$ cat src/rtl/dma_priority_arbiter_if.sv
// DMA arbiter bus: requests/controls in, resolved request and status out.
// master = register/TCL side, slave = arbiter; NUM_CH sets the widths.
interface dma_priority_arbiter_if #(
  parameter int NUM_CH = 4
);
  localparam int ID_W = $clog2(NUM_CH);

  logic [NUM_CH-1:0] DREQ;
  logic              DreqSense;
  logic [NUM_CH-1:0] Mask;
  logic [NUM_CH-1:0] SwReq;
  logic              Enable;
  logic              RotPri;
  logic              Accept;
  logic              ServiceDone;
  logic              ValidReqID;
  logic [ID_W-1:0]   ReqID;
  logic [NUM_CH-1:0] ReqStatus;
  logic              Busy;

  modport master (
    output DREQ, DreqSense, Mask, SwReq,
    output Enable, RotPri, Accept, ServiceDone,
    input  ValidReqID, ReqID, ReqStatus, Busy
  );

  modport slave (
    input  DREQ, DreqSense, Mask, SwReq,
    input  Enable, RotPri, Accept, ServiceDone,
    output ValidReqID, ReqID, ReqStatus, Busy
  );
endinterface

$ cat src/rtl/dma_priority_arbiter.sv
// DMA request arbiter: CLK, RESET_N (async, low), MasterClear, bus (slave).
// Rotating priority is compiled in only when DMA_ROTPRI_EN is defined.
module dma_priority_arbiter #(
  parameter int NUM_CH = 4,
  parameter int ID_W   = $clog2(NUM_CH)
) (
  input logic                   CLK,
  input logic                   RESET_N,
  input logic                   MasterClear,
  dma_priority_arbiter_if.slave bus
);

  typedef enum logic [1:0] {
    S_IDLE,
    S_REQ,
    S_SERV
  } state_t;

  state_t            r_state;
  logic [NUM_CH-1:0] r_eff;
  logic [NUM_CH-1:0] w_eff;
  logic [ID_W-1:0]   r_id;
  logic [ID_W-1:0]   w_win;
  logic [ID_W-1:0]   w_hp;
  logic              w_any;
  logic              r_valid;
  logic              r_busy;

  assign w_eff = ((bus.DREQ ~^ {NUM_CH{bus.DreqSense}})
                 | bus.SwReq) & ~bus.Mask;
  assign w_any = |r_eff;

  // Scan from the farthest slot back toward hp so the
  // nearest set request (from hp upward, wrapping) wins.
  always_comb begin
    int              j;
    logic [ID_W-1:0] w_idx;
    j     = 0;
    w_idx = '0;
    w_win = '0;
    for (int k = NUM_CH - 1; k >= 0; k--) begin
      j = int'(w_hp) + k;
      if (j >= NUM_CH) j = j - NUM_CH;
      w_idx = ID_W'(j);
      if (r_eff[w_idx]) w_win = w_idx;
    end
  end

`ifdef DMA_ROTPRI_EN
  logic [ID_W-1:0] r_hp;

  assign w_hp = r_hp;

  // The serviced channel drops to lowest priority.
  always_ff @(posedge CLK or negedge RESET_N) begin
    if (!RESET_N) begin
      r_hp <= '0;
    end else if (MasterClear || !bus.RotPri) begin
      r_hp <= '0;
    end else if (r_state == S_SERV && bus.ServiceDone) begin
      r_hp <= (r_id == ID_W'(NUM_CH - 1)) ? '0 : r_id + 1'b1;
    end
  end
`else
  logic w_unused_rotpri;

  assign w_hp            = '0;
  assign w_unused_rotpri = bus.RotPri;
`endif

  always_ff @(posedge CLK or negedge RESET_N) begin
    if (!RESET_N) begin
      r_state <= S_IDLE;
      r_eff   <= '0;
      r_id    <= '0;
      r_valid <= 1'b0;
      r_busy  <= 1'b0;
    end else if (MasterClear) begin
      r_state <= S_IDLE;
      r_eff   <= '0;
      r_id    <= '0;
      r_valid <= 1'b0;
      r_busy  <= 1'b0;
    end else begin
      r_eff <= w_eff;
      unique case (r_state)
        S_IDLE: begin
          if (bus.Enable && w_any) begin
            r_id    <= w_win;
            r_valid <= 1'b1;
            r_state <= S_REQ;
          end
        end
        S_REQ: begin
          if (!bus.Enable || !w_any) begin
            r_valid <= 1'b0;
            r_state <= S_IDLE;
          end else begin
            // Accept freezes whatever wins this same cycle.
            r_id <= w_win;
            if (bus.Accept) begin
              r_busy  <= 1'b1;
              r_state <= S_SERV;
            end
          end
        end
        S_SERV: begin
          if (bus.ServiceDone) begin
            r_valid <= 1'b0;
            r_busy  <= 1'b0;
            r_state <= S_IDLE;
          end
        end
        default: begin
          r_valid <= 1'b0;
          r_busy  <= 1'b0;
          r_state <= S_IDLE;
        end
      endcase
    end
  end

  assign bus.ValidReqID = r_valid;
  assign bus.ReqID      = r_id;
  assign bus.ReqStatus  = r_eff;
  assign bus.Busy       = r_busy;

endmodule

$ cat src/flat_wrapper.sv
// flat-port wrapper written by rule: the top's interface ports become plain ports
module dma_priority_arbiter_flat 
#(
  parameter int NUM_CH = 4,
  parameter int ID_W   = $clog2(NUM_CH)
)
  (CLK, RESET_N, MasterClear, bus_DREQ, bus_DreqSense, bus_Mask, bus_SwReq, bus_Enable, bus_RotPri, bus_Accept, bus_ServiceDone, bus_ValidReqID, bus_ReqID, bus_ReqStatus, bus_Busy);
  dma_priority_arbiter_if #(.NUM_CH(NUM_CH)) bus_i ();
  input logic CLK;
  input logic RESET_N;
  input logic MasterClear;
  input wire logic [$bits(bus_i.DREQ)-1:0] bus_DREQ;
  input wire logic [$bits(bus_i.DreqSense)-1:0] bus_DreqSense;
  input wire logic [$bits(bus_i.Mask)-1:0] bus_Mask;
  input wire logic [$bits(bus_i.SwReq)-1:0] bus_SwReq;
  input wire logic [$bits(bus_i.Enable)-1:0] bus_Enable;
  input wire logic [$bits(bus_i.RotPri)-1:0] bus_RotPri;
  input wire logic [$bits(bus_i.Accept)-1:0] bus_Accept;
  input wire logic [$bits(bus_i.ServiceDone)-1:0] bus_ServiceDone;
  output wire logic [$bits(bus_i.ValidReqID)-1:0] bus_ValidReqID;
  output wire logic [$bits(bus_i.ReqID)-1:0] bus_ReqID;
  output wire logic [$bits(bus_i.ReqStatus)-1:0] bus_ReqStatus;
  output wire logic [$bits(bus_i.Busy)-1:0] bus_Busy;
  assign bus_i.DREQ = bus_DREQ;
  assign bus_i.DreqSense = bus_DreqSense;
  assign bus_i.Mask = bus_Mask;
  assign bus_i.SwReq = bus_SwReq;
  assign bus_i.Enable = bus_Enable;
  assign bus_i.RotPri = bus_RotPri;
  assign bus_i.Accept = bus_Accept;
  assign bus_i.ServiceDone = bus_ServiceDone;
  assign bus_ValidReqID = bus_i.ValidReqID;
  assign bus_ReqID = bus_i.ReqID;
  assign bus_ReqStatus = bus_i.ReqStatus;
  assign bus_Busy = bus_i.Busy;
  dma_priority_arbiter #(.NUM_CH(NUM_CH), .ID_W(ID_W)) u_core (.CLK(CLK), .RESET_N(RESET_N), .MasterClear(MasterClear), .bus(bus_i));
endmodule
$ cat config.mk
export PLATFORM = sky130hd
export DESIGN_NAME = dma_priority_arbiter_flat
export DESIGN_NICKNAME = d
export VERILOG_FILES = /design/src/rtl/dma_priority_arbiter_if.sv /design/src/rtl/dma_priority_arbiter.sv /design/src/flat_wrapper.sv
export SDC_FILE = /design/constraint.sdc
export NUM_CORES = 1
export LEC_CHECK = 0
export BUFFER_PORTS_ARGS = -buffer_cell sky130_fd_sc_hd__buf_2
export CORE_MARGIN = 5
export CORE_UTILIZATION = 36
export CTS_CLUSTER_DIAMETER = 120
export CTS_CLUSTER_SIZE = 24
export DETAILED_ROUTE_END_ITERATION = 10
export GPL_ROUTABILITY_DRIVEN = 1
export PLACE_DENSITY = 0.71
export SYNTH_ARGS = -nofsm -noshare
export SYNTH_HDL_FRONTEND = slang
export SYNTH_SLANG_ARGS = --single-unit
$ cat constraint.sdc
create_clock -name CLK -period 1.6 [get_ports CLK]
set_clock_uncertainty 0.2 [all_clocks]
set_input_delay 0.32 -clock CLK [delete_from_list [all_inputs] [get_ports CLK]]
set_output_delay 0.32 -clock CLK [all_outputs]
set_load 0.03 [all_outputs]
# Word level (Yosys, flattened, before mapping)
# Cells that the tools add are included.
dict set report classes {
  eq_ne 9
  mux 24
  bitwise 4
  reduce_logical 11
}
# op count
set op_table {}
lappend op_table {{two-way mux 2 bit} 12}
lappend op_table {{inequality test 3 bit, second input constant} 3}
lappend op_table {{AND reduction 3 bit} 3}
lappend op_table {{two-way mux 1 bit} 7}
lappend op_table {{inequality test 3 x 2 -> 1 bit, second input constant} 2}
lappend op_table {{one-hot mux 1 bit (3 select lines)} 2}
lappend op_table {{one-hot mux 2 bit (3 select lines)} 1}
lappend op_table {{bitwise AND 4 bit} 1}
lappend op_table {{two-way mux 4 bit} 1}
lappend op_table {{inequality test 4 x 3 -> 1 bit, second input constant} 1}
lappend op_table {{inverter 4 bit} 1}
lappend op_table {{OR 4 bit} 1}
lappend op_table {{one-hot mux 2 bit (2 select lines)} 1}
lappend op_table {{AND reduction 4 bit} 1}
lappend op_table {{OR reduction 4 bit} 1}
lappend op_table {{bitwise XNOR 4 bit} 1}
lappend op_table {{nonzero test 3 bit} 1}
lappend op_table {{== test 2 x 1 -> 1 bit, second input constant} 1}
lappend op_table {{== test 2 bit, second input constant} 1}
lappend op_table {{logical NOT 1 bit} 2}
lappend op_table {{logical NOT 2 bit} 1}
lappend op_table {{inequality test 2 bit, second input constant} 1}
lappend op_table {{logical AND 1 bit} 1}
lappend op_table {{logical OR 1 bit} 1}
dict set report totals {
  register_bits 10
  inputBits 20
  output_inout_bits 8
  word_cells 53
}

# Longest topological paths before layout
# Gate-level depths: netlist of the first run.
dict set report depth {
  word_depth 7
  ltp_mapped 4
  ltp_nobuf 3
}

# Least setup slack after synthesis of the first run
# Ideal clock, no wire load.
dict set report synth_path {
  kind {reg-to-reg}
  start {register u_core.r_eff[1] (netlist: u_core.bus.ReqStatus[1])}
  end {register u_core.r_id[0] (netlist: u_core.bus.ReqID[0])}
  setup_ps 79
  arrival_time_ps 1334
  required_ps 1321
  path_slack_ps -14
  path_stages_with_launch 4
  n_path_buf 0
  synth_period_minus_slack_ps 1614
  path_cell_list {dfrtp_1 -> or4_4 -> nand2_4 -> mux2i_1}
}
dict set report synth_between {
  elab_chain_len 5
  word_cells_on_any_way 13
  classes_between {eq/ne (2); mux (6); reduce/logical (5)}
}
# element line_no
set synth_lines {}
lappend synth_lines {{start, declared} dma_priority_arbiter.sv:20} ;# logic [NUM_CH-1:0] r_eff;
lappend synth_lines {{start signal, assigned} dma_priority_arbiter.sv:85} ;# r_eff <= w_eff;
lappend synth_lines {{two-way mux 2 bit / OR reduction 4 bit (equally long branches)} {dma_priority_arbiter.sv:45, dma_priority_arbiter.sv:31}}
lappend synth_lines {{two-way mux 2 bit / logical NOT 1 bit (equally long branches)} {dma_priority_arbiter.sv:45, dma_priority_arbiter.sv:95}}
lappend synth_lines {{two-way mux 2 bit, or another cell as far along} dma_priority_arbiter.sv:95} ;# if (!bus.Enable || !w_any) begin
lappend synth_lines {{one-hot mux 2 bit (2 select lines) / inequality test 3 bit (equally long branches)} n/a}
lappend synth_lines {{two-way mux 2 bit / AND reduction 3 bit (equally long branches)} n/a}
lappend synth_lines {{end signal, assigned} dma_priority_arbiter.sv:89} ;# r_id <= w_win;
lappend synth_lines {{end signal, assigned} dma_priority_arbiter.sv:100} ;# r_id <= w_win;
lappend synth_lines {{end, declared} dma_priority_arbiter.sv:22} ;# logic [ID_W-1:0] r_id;
# Several ways; a longest one is shown, not always the timed one. The select of a mux whose other input is x is not followed.
# A chain may end at the register's enable or synchronous reset.

# Worst setup path after layout of the first run
# Same ends and word-level chain as after synthesis.

==> flow_summary_export.csv, run 1 <==
group,metric,value,unit
outcome,status,"complete, no violations",
finish,post_route_cells_drive_above_1_share,42.3,%
synth,area_fraction_of_the_dominant_cell_type_after_synthesis,52.4,%
placement,dp_hpwl,807,microns
clock_tree,cts.root.buffer_cell,"clkbuf_4",
worst_setup_path,cp-start-kind,"register",
sta,final.setup.worst_slack,71.9,ps
finish,multiInputGateArea,215,sq um
sta,rsz0062_at_grt,"false",
synth,synthesis.nets,67,
floorplan,num_rows,13,
synth,yosys_warnings,0,
route,detailedRoute.firstPassIterationCount,3,
clock_tree,clk_transition_reported_paths,60,ps
floorplan,start_util,37.2,%
global_routing,grt_antenna_before_repair,0,
worst_setup_path,crit_family,"simple AND/OR/NAND/NOR gates",
worst_setup_path,endpoint_kind,"register",
sta,fmaxAchievable,0.654,GHz
clock_tree,ctsResizeCount,0,
sta,tightestPinTransition,266,ps
floorplan,ioPinCount,28,
clock_tree,clk-insertion-delay-late,260,ps
worst_setup_path,worst-path-max-fanout,4,
clock_tree,cts_tree,"built",
route,detailedRoute.firstIterationViolations,2,
global_routing,maximum_number_of_pins_on_one_net_before_global_route_repair,12,
clock_tree,post-cts-setup-buffer-count,0,
synth,synth-async-reset-ratio,100,%
min_path,hold_start,"bus_Mask[3]",
global_routing,via_count_of_the_first_global_routing_pass,439,
placement,globalplace.congestion,0.712,
finish,area.sequential,251,sq um
synth,synth_top_flop_cell,"dfrtp_1",
synth,most_common_cell_in_the_synthesized_netlist,"dfrtp_1",
min_path,worstHoldPathType,"in -> reg",
synth,post_synthesis_cell_type_with_the_largest_combined_area,"dfrtp_1",
sta,setup_viol,0,
route,detailroute.via_count,444,
global_routing,grt_remaining_overflow,0,
pwr,ir_drop,390,uV
synth,post_synth_most_frequent_cells,"dfrtp_1 (10), nor2_1 (7), nor3_1 (4), xnor2_1 (4)",
pwr,cellPowerDensity,853,nW/um^2
synth,synth_cell_type_count,20,
worst_setup_path,critical-path-max-stage-delay,560,ps
synth,ys_top_cells_by_area,"dfrtp_1 (52%), xnor2_1 (7.3%), nor2_1 (5.5%), mux2i_1 (4.2%), nor3_1 (4.2%)",
placement,detailedPlace.worstSlack,60.9,ps
clock_tree,cts-htree-levels,1,
finish,fin_nets,99,
floorplan,fp.coreArea,1280,sq um
synth,synth_edf_count,0,
synth,proportion_of_synthesized_chip_area_in_sequential_cells,52.4,%
global_routing,wire_length_of_the_first_global_routing_pass,1680,microns
worst_setup_path,critical_path_required,1590,ps
finish,antennaDiodeCount,0,
sta,timing.final.hold_violations,0,
clock_tree,cts_num_sinks,10,
floorplan,die_width,46.4,microns
synth,cell_area_synth,478,sq um
sta,setup_total_negative_slack,0,ps
sta,tmin_final,1530,ps
worst_setup_path,path_cells,"or4_4 -> nand2_4 -> mux2i_1",
placement,numPortBuffers,26,
sta,worst_slew_margin_rel,82.2,%
route,detail_route.wirelength,1010,microns
floorplan,die-area,2160,sq um
synth,average_instance_area_after_synthesis,10.2,sq um
worst_setup_path,startpoint,"u_core.bus.ReqStatus[1]",
finish,flow.area_growth_from_synthesis,40.8,%
clock_tree,cts_buffers,3,
synth,synth_seq_cells,10,
route,drc,0,
synth,post_synth_inst_count,47,
route,drt-wirelength-per-cell,10.8,microns
finish,final.fill_count,129,
sta,layout_worst_path_cycle_share,95.5,%
global_routing,groute.usage.overall,11.9,%
worst_setup_path,critPathArrivalTime,1510,ps
route,drtAntennaViolNets,0,
pwr,p_leak,0.346,nW
worst_setup_path,crit_path_top_delay_cell,"or4_4",
clock_tree,cts-root-to-sink-buffers,2,
worst_setup_path,timing.critical_path.buf_inv,0,
worst_setup_path,critical_path.reg2reg.startpoint,"u_core.bus.ReqStatus[1]",
job,cap_viol_max_count,0,
sta,final_max_slew_viol_count,0,
floorplan,die_y,46.4,microns
route,post_drt_via_cell_ratio,4.77,
worst_setup_path,path_class,"reg -> reg",
registers in the layout, summed over array words and instances, names as in the netlist:
| signal | flops |
|---|---|
| u_core.r_state | 2 |
| u_core.bus.ReqID | 2 |
| u_core.bus.ValidReqID | 1 |
| u_core.bus.ReqStatus | 4 |
| u_core.bus.Busy | 1 |
worst register-to-register path, delay by kind of cell (launching register included):
family	cells	cell delay [ps]
flops	1	410
simple gates	2	660
mux	1	180
per-stage QoR:
step	cell area [sq um]	hold WS (ps)	power (mW)	std cells	util (%)
floorplan	479	-176	0.353	47	-
CTS	673	3.14	0.583	93	52.4
global placement	627	-12.1	0.398	87	48.8
finish	673	8.47	0.574	93	52.4
global route	673	11.0	0.603	93	52.4
detailed placement	627	-6.95	0.399	87	48.8
final cells by class:
type                       instances  share of cell area (%)
inverter                           1                   0.558
multi-input combinational         34                    32.0
sequential                        10                    37.4
timing repair buffer              29                    23.4
tap                               15                    2.79
clock buffer                       4                    3.90
repair_timing:
action / in CTS / in global routing
hold endpoints to repair: 11 / 0
hold buffers: 2 / 0
endpoints found under the setup margin: 0 / 2
layer usage:
layer	global-route usage, %	vias to the layer above	routed length [microns]
li1	-	223	-
met4	11.9	0	30
met2	18.4	24	460
met3	3.91	4	121
met5	0	-	0
met1	12.2	193	393
logic make-up (layout without fill, tap and decap cells):
logic type / Yosys count / in the layout / synth area share [%]
muxes: 2 / 2 / 4.19
buffers and inverters: 3 / 34 / 2.62
AOI/OAI and AO/OA: 7 / 7 / 9.43
DFF: 10 / 10 / 52.4
and+or+nand+nor: 21 / 21 / 24.1
xor gates and xnor gates: 4 / 4 / 7.33
layout by cell type, fill, tap and decap left out, drive strengths merged:
cell type and instances:
nor2 7, a211o 1, nor3 4, nand2b 2
mux2i 2, xnor2 4, nand4 1, nand2 3
dfrtp 10, buf 27, a21oi 2, clkbuf 4
a221oi 1, or4 2, o21ai 2, dlygate4sd3 2
a211oi 1, inv 1, nor2b 2
final timing paths:
kind                                                 to  slack (ps)  depth (start not counted)
worst max register to register      u_core.bus.ReqID[0]          70                          3
worst min register to register          u_core.bus.Busy         320                          2
worst max-delay path                u_core.bus.ReqID[0]          70                          3
worst min-delay path            u_core.bus.ReqStatus[3]           8                          2
min in group asynchronous               u_core.bus.Busy         250                          2
max in group asynchronous       u_core.bus.ReqStatus[1]         740                          2
power breakdown:
part | internal (mW) | switching [mW]
sequential | 0.266 | 0.0105
combinational | 0.0553 | 0.0648
clock | 0.0962 | 0.0814
total | 0.418 | 0.157
No activity file was read; power rests on OpenSTA's default activity.
==> inputs of run 2 (changes only) <==
--- a/config.mk
+++ b/config.mk
@@ -13,6 +13,7 @@
 export DETAILED_ROUTE_END_ITERATION = 10
 export GPL_ROUTABILITY_DRIVEN = 1
 export PLACE_DENSITY = 0.71
+export REMOVE_ABC_BUFFERS = 1
 export SYNTH_ARGS = -nofsm -noshare
 export SYNTH_HDL_FRONTEND = slang
 export SYNTH_SLANG_ARGS = --single-unit
==> flow_summary_export.csv, run 2 (same netlist as run 1, synthesis figures left out) <==
group,metric,value,unit
sta,final_max_slew_viol_count,0,
sta,fmaxAchievable,0.659,GHz
floorplan,fp.coreArea,1280,sq um
floorplan,ioPinCount,28,
route,post_drt_via_cell_ratio,4.80,
finish,fin_nets,99,
route,detailedRoute.firstPassIterationCount,2,
finish,flow.area_growth_from_synthesis,39.8,%
sta,setup_viol,0,
global_routing,wire_length_of_the_first_global_routing_pass,1790,microns
floorplan,die-area,2160,sq um
global_routing,grt_use_met3,5.47,%
sta,timing.final.hold_violations,0,
sta,tightestPinTransition,249,ps
floorplan,die_width,46.4,microns
finish,stdcell_area,668,sq um
pwr,post-layout-total-power,557,uW
pwr,p_leak,0.346,nW
min_path,hold_path_end,"u_core.bus.ReqStatus[1]",
global_routing,grt-busiest-layer,"met2",
clock_tree,cts.root.buffer_cell,"clkbuf_4",
floorplan,num_rows,13,
placement,dp_cells,87,
route,detail_route.wirelength,1020,microns
finish,layoutNonFillerInstCount,92,
sta,rsz0062_at_grt,"false",
clock_tree,clk_transition_reported_paths,60,ps
job,cap_viol_max_count,0,
worst_setup_path,critical-path-max-stage-delay,560,ps
clock_tree,cts_buffers,3,
clock_tree,cts_tree,"built",
worst_setup_path,crit_path_top_delay_cell,"or4_4",
worst_setup_path,critPathArrivalTime,1490,ps
global_routing,global_route.usage.met1,14.0,%
sta,tmin_final,1520,ps
min_path,hold_path_depth,2,
sta,worst_slew_margin_rel,83.4,%
global_routing,groute.usage.overall,12.2,%
finish,largest_register_ffs,4,
min_path,hold_start,"bus_Mask[1]",
floorplan,die_y,46.4,microns
worst_setup_path,endpoint_kind,"register",
global_routing,maximum_number_of_pins_on_one_net_before_global_route_repair,12,
pwr,ir_drop,528,uV
clock_tree,cts-root-to-sink-buffers,2,
worst_setup_path,worst-path-max-fanout,4,
finish,post_route_cells_drive_above_1_share,41.6,%
route,drtAntennaViolNets,0,
route,detailedRoute.firstIterationViolations,1,
finish,final.fill_count,131,
worst_setup_path,path_class,"reg -> reg",
worst_setup_path,worst_r2r_path_depth,3,
finish,layout_commonest_cell,"buf_2",
worst_setup_path,r2r-end,"u_core.bus.ReqID[0]",
sta,layout_worst_path_cycle_share,94.8,%
floorplan,start_util,37.2,%
route,drt-wirelength-per-cell,11.1,microns
global_routing,gr-usage-met2,18.7,%
worst_setup_path,cp-start-kind,"register",
finish,area.sequential,250,sq um
global_routing,via_count_of_the_first_global_routing_pass,469,
finish,multiInputGateArea,215,sq um
global_routing,grt_antenna_before_repair,0,
worst_setup_path,critical_path.reg2reg.startpoint,"u_core.bus.ReqStatus[1]",
clock_tree,cts-htree-levels,1,
route,detailroute.via_count,442,
pwr,cellPowerDensity,834,nW/um^2
route,drc,0,
worst_setup_path,path_cells,"or4_4 -> nand2_4 -> mux2i_1",
worst_setup_path,critical_path_required,1580,ps
outcome,status,"complete, no violations",
clock_tree,cts_num_sinks,10,
min_path,worstHoldPathType,"in -> reg",
finish,layout.cells.most_common_list,"buf_2 (26), dfrtp_1 (10), nor2_1 (7)",
worst_setup_path,regToRegSetupSlack,80,ps
placement,numPortBuffers,26,
global_routing,grt_remaining_overflow,0,
clock_tree,clk-insertion-delay-late,250,ps
placement,globalplace.congestion,0.765,
placement,placement_cell_area,626,sq um
finish,antennaDiodeCount,0,
clock_tree,post-cts-setup-buffer-count,0,
==> run 2: stage by stage <==
stage                     setup WS [ps]  hold WS (ps)  utilization (%)  setup TNS (ps)
after floorplan                   -13.6          -176                -           -27.2
after global placement             97.9         -10.6             48.7               0
after detailed placement           65.3         -7.00             48.7               0
after CTS                          70.9          6.13             51.2               0
after global routing               26.1          7.34             52.0               0
final                              83.2          17.0             52.0               0
==> run 2: where the power goes <==
| part | internal [mW] | leakage, nW | switching [mW] | total, mW |
|---|---|---|---|---|
| logic | 0.0554 | 0.198 | 0.0652 | 0.121 |
| registers | 0.266 | 0.135 | 0.0105 | 0.276 |
| clock network | 0.0863 | 0.0138 | 0.0742 | 0.160 |
| total | 0.408 | 0.346 | 0.150 | 0.557 |
==> run 2: worst max-delay path, delay by kind of cell, from the launching register on <==
kind             cells  cell delay [ps]
flip-flops           1              400
multiplexers         1              180
AND/OR/NAND/NOR      2              670
==> run 2: how the worst max path moves through the flow <==
stage | slack (ps) | cells after the start | startpoint | end
2_1_floorplan | -10 | 3 | u_core.bus.ReqStatus[1] | u_core.bus.ReqID[0]
4_1_cts | 70 | 3 | u_core.bus.ReqStatus[1] | u_core.bus.ReqID[0]
6_report | 80 | 3 | u_core.bus.ReqStatus[1] | u_core.bus.ReqID[0]
5_1_grt | 30 | 3 | u_core.bus.ReqStatus[1] | u_core.bus.ReqID[0]
3_3_place_gp | 100 | 3 | u_core.bus.ReqStatus[1] | u_core.bus.ReqID[0]
3_5_place_dp | 70 | 3 | u_core.bus.ReqStatus[1] | u_core.bus.ReqID[0]
==> run 2: timing repair <==
item,in CTS,in global routing
resized for setup,0,0
hold buffers,1,1
endpoints found under the hold margin,10,1
==> run 2: per-layer routing <==
layer / vias up / wire [microns]
li1: 224 / -
met1: 193 / 410
met2: 23 / 466
met3: 2 / 135
met4: 0 / 11
met5: - / 0
==> run 2: area by class of cell <==
class	count	area share, %
Inverter	1	0.562
Timing Repair Buffer	29	23.6
Multi-Input combinational cell	34	32.2
Clock buffer	3	3.37
Sequential cell	10	37.5
Tap cell	15	2.81
==> inputs of run 3 (changes only) <==
--- a/config.mk
+++ b/config.mk
@@ -14,6 +14,7 @@
 export GPL_ROUTABILITY_DRIVEN = 1
 export PLACE_DENSITY = 0.71
 export REMOVE_ABC_BUFFERS = 1
+export SETUP_SLACK_MARGIN = 0.3
 export SYNTH_ARGS = -nofsm -noshare
 export SYNTH_HDL_FRONTEND = slang
 export SYNTH_SLANG_ARGS = --single-unit
==> constraint.sdc (replaced) <==
create_clock -name CLK -period 1.3 [get_ports CLK]
set_clock_uncertainty 0.2 [all_clocks]
set_input_delay 0.26 -clock CLK [delete_from_list [all_inputs] [get_ports CLK]]
set_output_delay 0.26 -clock CLK [all_outputs]
set_load 0.03 [all_outputs]
==> flow_summary_export.csv, run 3 (same netlist as run 1, synthesis figures left out) <==
group,metric,value,unit
outcome,status,"complete, but fails checks",
outcome,violations,"negative hold slack, negative setup slack",
sta,fmaxAchievable,0.676,GHz
pwr,cellPowerDensity,946,nW/um^2
min_path,hold_start,"bus_Mask[0]",
worst_setup_path,worst-path-max-fanout,4,
finish,post_route_cells_drive_above_1_share,48.2,%
finish,fin_nets,105,
finish,final.fill_count,107,
clock_tree,cts-htree-levels,1,
worst_setup_path,endpoint_kind,"register",
clock_tree,clk_transition_reported_paths,60,ps
sta,layout_worst_path_cycle_share,114,%
global_routing,grt_antenna_before_repair,0,
pwr,ir_drop,500,uV
global_routing,wire_length_of_the_first_global_routing_pass,1910,microns
clock_tree,cts_num_sinks,10,
clock_tree,cts-hold-fix-buffers,1,
pwr,p_leak,0.389,nW
route,detailedRoute.firstIterationViolations,1,
clock_tree,clk-insertion-delay-late,260,ps
sta,worst_slew_margin_rel,81.6,%
placement,numPortBuffers,26,
floorplan,ioPinCount,28,
worst_setup_path,startpoint,"u_core.bus.ReqStatus[3]",
sta,tightestPinTransition,276,ps
worst_setup_path,critPathArrivalTime,1470,ps
sta,rsz0062_at_grt,"true",
finish,antennaDiodeCount,0,
global_routing,maximum_number_of_pins_on_one_net_before_global_route_repair,12,
worst_setup_path,critical_path.reg2reg.startpoint,"u_core.bus.ReqStatus[3]",
finish,stdcell_area,776,sq um
finish,flow.area_growth_from_synthesis,62.3,%
floorplan,fp.coreArea,1280,sq um
sta,tmin_final,1480,ps
placement,dp_cells,92,
global_routing,via_count_of_the_first_global_routing_pass,496,
placement,globalplace.congestion,0.757,
sta,setup_viol,10,
sta,holdWs,-53.5,ps
floorplan,die_width,46.4,microns
min_path,worstHoldPathType,"in -> reg",
global_routing,groute.usage.overall,12.8,%
clock_tree,cts.root.buffer_cell,"clkbuf_4",
placement,detailedPlace.worstSlack,-195,ps
global_routing,grt_remaining_overflow,0,
route,detail_route.wirelength,1110,microns
finish,layout_commonest_cell,"buf_2",
clock_tree,cts_tree,"built",
finish,layout.cells.most_common_list,"buf_2 (18), buf_6 (11), dfrtp_1 (10)",
worst_setup_path,path_class,"reg -> reg",
floorplan,die_y,46.4,microns
route,drt-wirelength-per-cell,11.3,microns
floorplan,start_util,37.2,%
floorplan,die-area,2160,sq um
floorplan,num_rows,13,
worst_setup_path,critical_path_required,1290,ps
route,detailroute.via_count,460,
finish,layoutNonFillerInstCount,98,
route,detailedRoute.firstPassIterationCount,3,
sta,setup_total_negative_slack,-1100,ps
sta,timing.final.hold_violations,5,
clock_tree,cts_buffers,3,
route,post_drt_via_cell_ratio,4.69,
route,drtAntennaViolNets,0,
job,cap_viol_max_count,0,
finish,largest_register_ffs,4,
sta,final_max_slew_viol_count,0,
clock_tree,cts-root-to-sink-buffers,2,
worst_setup_path,cp-start-kind,"register",
route,drc,0,
placement,placement_cell_area,663,sq um
sta,final.setup.worst_slack,-179,ps
==> run 3: cell count changes in the layout (fill, tap and decap cells not counted) <==
cell | before | now
buf_2 | 26 | 18
a21oi_1 | 2 | 1
buf_6 | 0 | 11
buf_4 | 1 | 5
dlygate4sd3_1 | 2 | 1
a21oi_2 | 0 | 1
==> run 3: worst max-delay path, stage by stage (launching register included) <==
cell     delay [ps]
dfrtp_1         380
or4_4           560
nand2_4         100
mux2i_1         180
==> run 3: final cells by class <==
class	instances	area [sq um]	area share (%)
Clock buffer	3	22.5	2.90
Inverter	1	3.75	0.484
Sequential cell	10	250	32.3
Multi-Input combinational cell	34	219	28.2
Tap cell	15	18.8	2.42
Timing Repair Buffer	35	262	33.7
==> run 3: worst paths after layout <==
kind                       slack (ps)  cells past startpoint                       to
setup / recovery                 -180                      3      u_core.bus.ReqID[0]
hold / removal                    -50                      2  u_core.bus.ReqStatus[0]
setup reg to reg                 -180                      3      u_core.bus.ReqID[0]
hold reg to reg                   340                      2    u_core.bus.ValidReqID
max in group asynchronous         520                      2  u_core.bus.ReqStatus[2]
min in group asynchronous         190                      2    u_core.bus.ValidReqID
==> run 3: report_power, final <==
part | total (mW) | switching (mW) | leakage, nW | internal, mW
Clock | 0.204 | 0.0974 | 0.0138 | 0.107
Combinational | 0.192 | 0.0917 | 0.241 | 0.100
Sequential | 0.338 | 0.0103 | 0.135 | 0.327
==> run 3: metal layers <==
metal	global-route usage, %	wire, microns
met3	3.13	122
met5	0	0
met1	15.8	437
met4	9.66	5
met2	19.0	540
==> run 3: timing repair <==
action	in CTS	in global routing
endpoints found under the setup margin	14	14
pin swaps	2	2
setup buffers	1	1
resized for setup	18	2
hold endpoints to repair	15	5
==> run 3: metrics by stage <==
stage	total power, mW	util (%)	hold WS, ps
global route	0.777	60.4	-63.0
detailed placement	0.506	51.6	-69.1
floorplan	0.427	-	-236
CTS	0.739	59.2	-58.6
finish	0.734	60.4	-53.5
global placement	0.502	51.6	-70.0
